**config.mk**
```make
export PLATFORM = sky130hd
export DESIGN_NAME = par2ser
export DESIGN_NICKNAME = d
export VERILOG_FILES = /design/src/rtl/par2ser.sv
export SDC_FILE = /design/constraint.sdc
export NUM_CORES = 1
export LEC_CHECK = 0
export ABC_CLOCK_PERIOD_IN_PS = 1640
export BUFFER_PORTS_ARGS = -buffer_cell sky130_fd_sc_hd__buf_2
export CAP_MARGIN = 20
export CORE_UTILIZATION = 49
export CTS_CLUSTER_SIZE = 10
export DETAILED_ROUTE_END_ITERATION = 12
export GPL_ROUTABILITY_DRIVEN = 0
export GPL_TIMING_DRIVEN = 0
export PLACE_DENSITY = 0.85
export SLEW_MARGIN = 5
export SYNTH_ARGS = -nofsm -noshare
export SYNTH_HDL_FRONTEND = slang
export SYNTH_SLANG_ARGS = --single-unit
export TNS_END_PERCENT = 5
```
**constraint.sdc**
```tcl
create_clock -name clk -period 1.64 [get_ports clk]
set_clock_uncertainty 0.05 [all_clocks]
set_input_delay 0.41 -clock clk [delete_from_list [all_inputs] [get_ports clk]]
set_output_delay 0.41 -clock clk [all_outputs]
set_load 0.05 [all_outputs]
```
**src/rtl/par2ser.sv**
```systemverilog
//------------------------------------------------------------------------------
// par2ser : W-bit words in on valid/ready, LSB-first serial out gated by ser_en.
// Optional one-word holding register for zero-bubble streaming: PAR2SER_SKID_EN.
// Revision: 1.0
//------------------------------------------------------------------------------
`default_nettype none

module par2ser #(
  parameter int W = 8
) (
  input  logic         clk,
  input  logic         rstn,
  input  logic [W-1:0] par_din,
  input  logic         par_din_valid,
  output logic         par_din_ready,
  input  logic         ser_en,
  output logic         ser_dout,
  output logic         ser_dout_valid,
  output logic         busy
);

  localparam int            CW       = $clog2(W);
  localparam logic [CW-1:0] LAST_BIT = CW'(W - 1);
  localparam logic [0:0]    S_IDLE   = 1'b0;
  localparam logic [0:0]    S_SHIFT  = 1'b1;

  logic [0:0]    r_state;
  logic [0:0]    w_state_next;
  logic [W-1:0]  r_shreg;
  logic [CW-1:0] r_cnt;
  logic          w_accept;
  logic          w_word_end;
  logic          w_load_direct;
  logic          w_refill;

`ifdef PAR2SER_SKID_EN
  logic [W-1:0]  r_hold;
  logic          r_hold_v;
  logic          w_load_hold;
  logic          w_reload;

  assign par_din_ready = rstn & ~r_hold_v;
  // A word end keeps SHIFT when another word is ready to follow immediately.
  assign w_refill      = r_hold_v | w_accept;
`else
  assign par_din_ready = rstn & (r_state == S_IDLE);
  assign w_refill      = 1'b0;
`endif

  assign w_accept   = par_din_valid & par_din_ready;
  assign w_word_end = (r_state == S_SHIFT) & ser_en & (r_cnt == LAST_BIT);

  always_ff @(posedge clk or negedge rstn) begin
    if (!rstn) begin
      r_state <= S_IDLE;
    end else begin
      r_state <= w_state_next;
    end
  end

  always_comb begin
    w_state_next = r_state;
    case (r_state)
      S_IDLE:  if (w_accept) w_state_next = S_SHIFT;
      S_SHIFT: if (w_word_end & ~w_refill) w_state_next = S_IDLE;
      default: w_state_next = S_IDLE;
    endcase
  end

  always_comb begin
    busy = (r_state == S_SHIFT);
`ifdef PAR2SER_SKID_EN
    w_load_direct = w_accept & ((r_state == S_IDLE) | (w_word_end & ~r_hold_v));
    w_load_hold   = w_accept & ~w_load_direct;
    w_reload      = w_word_end & r_hold_v;
`else
    w_load_direct = w_accept;
`endif
  end

  always_ff @(posedge clk or negedge rstn) begin
    if (!rstn) begin
      r_shreg        <= '0;
      r_cnt          <= '0;
      ser_dout       <= 1'b0;
      ser_dout_valid <= 1'b0;
    end else begin
      ser_dout_valid <= 1'b0;
      if (busy && ser_en) begin
        ser_dout       <= r_shreg[r_cnt];
        ser_dout_valid <= 1'b1;
        r_cnt          <= w_word_end ? '0 : r_cnt + 1'b1;
      end
      if (w_load_direct) begin
        r_shreg <= par_din;
        r_cnt   <= '0;
      end
`ifdef PAR2SER_SKID_EN
      else if (w_reload) begin
        r_shreg <= r_hold;
        r_cnt   <= '0;
      end
`endif
    end
  end

`ifdef PAR2SER_SKID_EN
  always_ff @(posedge clk or negedge rstn) begin
    if (!rstn) begin
      r_hold   <= '0;
      r_hold_v <= 1'b0;
    end else if (w_load_hold) begin
      r_hold   <= par_din;
      r_hold_v <= 1'b1;
    end else if (w_reload) begin
      r_hold_v <= 1'b0;
    end
  end
`endif

endmodule

`default_nettype wire
```
==> results.ini <==
[worst_setup_path]
startpoint = busy
crit_path_start_kind = flop
crit_path_end_kind = output pin
arrival_ps = 1110
path_max_fanout = 6
crit_required_ps = 1180
critPathKind = reg2out
rr_startpoint = r_cnt[0]

[timing]
holdWs_ps = 309.2
finalSetupViolCount = 0
maxSlewHeadroom_pct = 58.73
max_slew.worst_pin.slew_ps = 617.0
period_minus_slack_ps = 1569
rsz0062_at_grt = no
hold_viol = 0
fmax_mhz = 637.5
slew_violations = 0
fin_crit_sh_pct = 95.64

[pwr]
power_switching_mw = 0.5612
internal_power_mw = 1.009
p_clk_share_pct = 15.6
p_comb_share_pct = 44.3
switching_share_pct = 35.74
leakagePower_nw = 0.4129
powerDensity_mw_per_mm2 = 1910
power.total_mw = 1.570
pwr-share-seq_pct = 40.1
vdd.ir_drop.worst_mv = 1.106

[synthesis]
ys_types = 16
syn_area_um2 = 645.6
synthAdderAreaFrac_pct = 3.876
synth_top_family_by_area = multiplexers
avgSynthCellArea_um2 = 13.45
yosys-mux-area-fraction_pct = 25.19
synth_xor_xnor_area_share_pct = 0
syn_inst = 48
syn_nets = 62
seq_area_frac_synth_pct = 54.26
synth_compound_area_share_pct = 4.070
ys_ff_latch = 14
synth-simple-area-share_pct = 8.527
yosysWarnings = 0

[drt]
drt_pass1_iterations = 2
drc = 0
drtAntennaViolNets = 0
avgRoutedWirePerCell_um = 13.44
wirelength_mm = 1.102
vias_per_cell = 5.256
via_count = 431
drt_iter0_markers = 5

[floorplanning]
die_h_um = 38.30
dieArea_mm2 = 0.001467
ios = 16
fp.dieW_um = 38.30
core.rowCount = 12
start_util_pct = 55.13
coreArea_mm2 = 0.001171

[cts]
cts_tree = yes
cts_buffers = 3
htree_levels = 1
cts_setup_buffers = 0
worstSkewPairLatency_ps = 280
clock-root-buffer = clkbuf_4
cts_num_sinks = 14
clockBufferDepth = 2
path_clk_slew_ps = 80

[final_layout]
synthToLayoutAreaGrowth_pct = 27.33
final_cell_mix = buf_2, dfrtp_1, mux2_4
diodes = 0
final_core_util_pct = 70.19
drive_gt1_share_pct = 50.00
final_common_cell = buf_2
final_area_um2 = 822.0
finalNetCount = 83

[grt]
grt_pass1_vias = 435
grt_pass1_wl_mm = 1.856
overflow = 0
grt_start_max_net_pins = 15
track_usage_pct = 20.23
antenna_found_initial = 0

[run]
drv_cap = 0

[worst_hold_path]
worstHoldStart = par_din[4]
hp-class = in2reg

[placed_design]
port_buffers = 15
dpl.hpwl_um = 804.3
postPlaceCellArea_um2 = 773.2

[status]
outcome = finished, final reports clean

-- metal layers --
layer | wire (um) | track usage, %
met5 | 0 | 0
met1 | 500 | 25.78
met2 | 529 | 30.08
met4 | 22 | 13.39
met3 | 51 | 5.233
-- power groups by stage --
| stage | sequential, mW | clock, mW | combinational, mW |
|---|---|---|---|
| floorplan | 0.713 | 0 | 0.476 |
| global placement | 0.629 | 0 | 0.675 |
| detailed placement | 0.638 | 0 | 0.699 |
| CTS | 0.631 | 0.251 | 0.707 |
| global route | 0.650 | 0.262 | 0.763 |
| finish | 0.629 | 0.245 | 0.696 |
-- cells by family after synthesis --
| kind of cell | after synthesis |
|---|---|
| adders and majority gates | 2 |
| buffers and inverters | 3 |
| DFF | 14 |
| and+or+nand+nor | 11 |
| AOI/OAI and AO/OA | 4 |
| muxes | 14 |
-- worst max-delay path, cell delays in order, from the launching register on --
cell	delay (ps)
dfrtp_2	450
nor2b_4	120
buf_2	260
-- cells in the mapped netlist --
cell type / count / area share (%)
a21o_1: 1 / 1.2
a21oi_1: 2 / 1.6
and2_4: 1 / 1.4
buf_6: 2 / 3.5
dfrtp_1: 14 / 54
ha_1: 2 / 3.9
inv_1: 1 / 0.58
mux2_2: 8 / 14
mux2i_1: 5 / 7.8
mux4_2: 1 / 3.5
nand2_1: 5 / 2.9
nand3_1: 1 / 0.77
nand4b_1: 1 / 1.4
nor2_1: 2 / 1.2
nor2b_1: 1 / 0.97
o21ai_2: 1 / 1.4
-- metrics by stage --
stage / instances / worst slack, ps / setup TNS (ps)
after floorplan: 48 / -59.55 / -357.3
after global placement: 77 / -67.25 / -379.3
after detailed placement: 77 / -83.79 / -503.5
after CTS: 82 / 58.91 / 0
after global routing: 82 / 27.81 / 0
final: 82 / 71.43 / 0
-- flip-flops by register name, indices dropped and copies added (netlist names) --
register and flops:
r_shreg 8, r_cnt 3, busy 1, ser_dout 1
ser_dout_valid 1
-- path summary, 6_finish.rpt --
kind                            endpoint  slack (ps)  depth (start not counted)
setup / recovery           par_din_ready          70                          2
hold / removal                r_shreg[4]         310                          2
setup reg to reg                ser_dout         260                          4
hold reg to reg                 ser_dout         450                          2
max in group asynchronous           busy         470                          2
min in group asynchronous       r_cnt[0]         630                          2
-- layout make-up --
cell class | count | area, um^2
timing repair buffer | 16 | 87.58
tap | 14 | 17.52
fill | 99 | 349.1
inverter | 1 | 3.754
sequential | 14 | 351.6
buffer | 2 | 26.28
multi-input combinational | 31 | 299.0
clock buffer | 4 | 36.28
-- timing repair --
action | 4_1_cts | 5_1_grt
gates resized for setup | 1 | 0
hold endpoints to repair | 14 | 0
setup endpoints to repair | 1 | 0
hold buffers | 1 | 0
(Power assumes the default switching activity.)
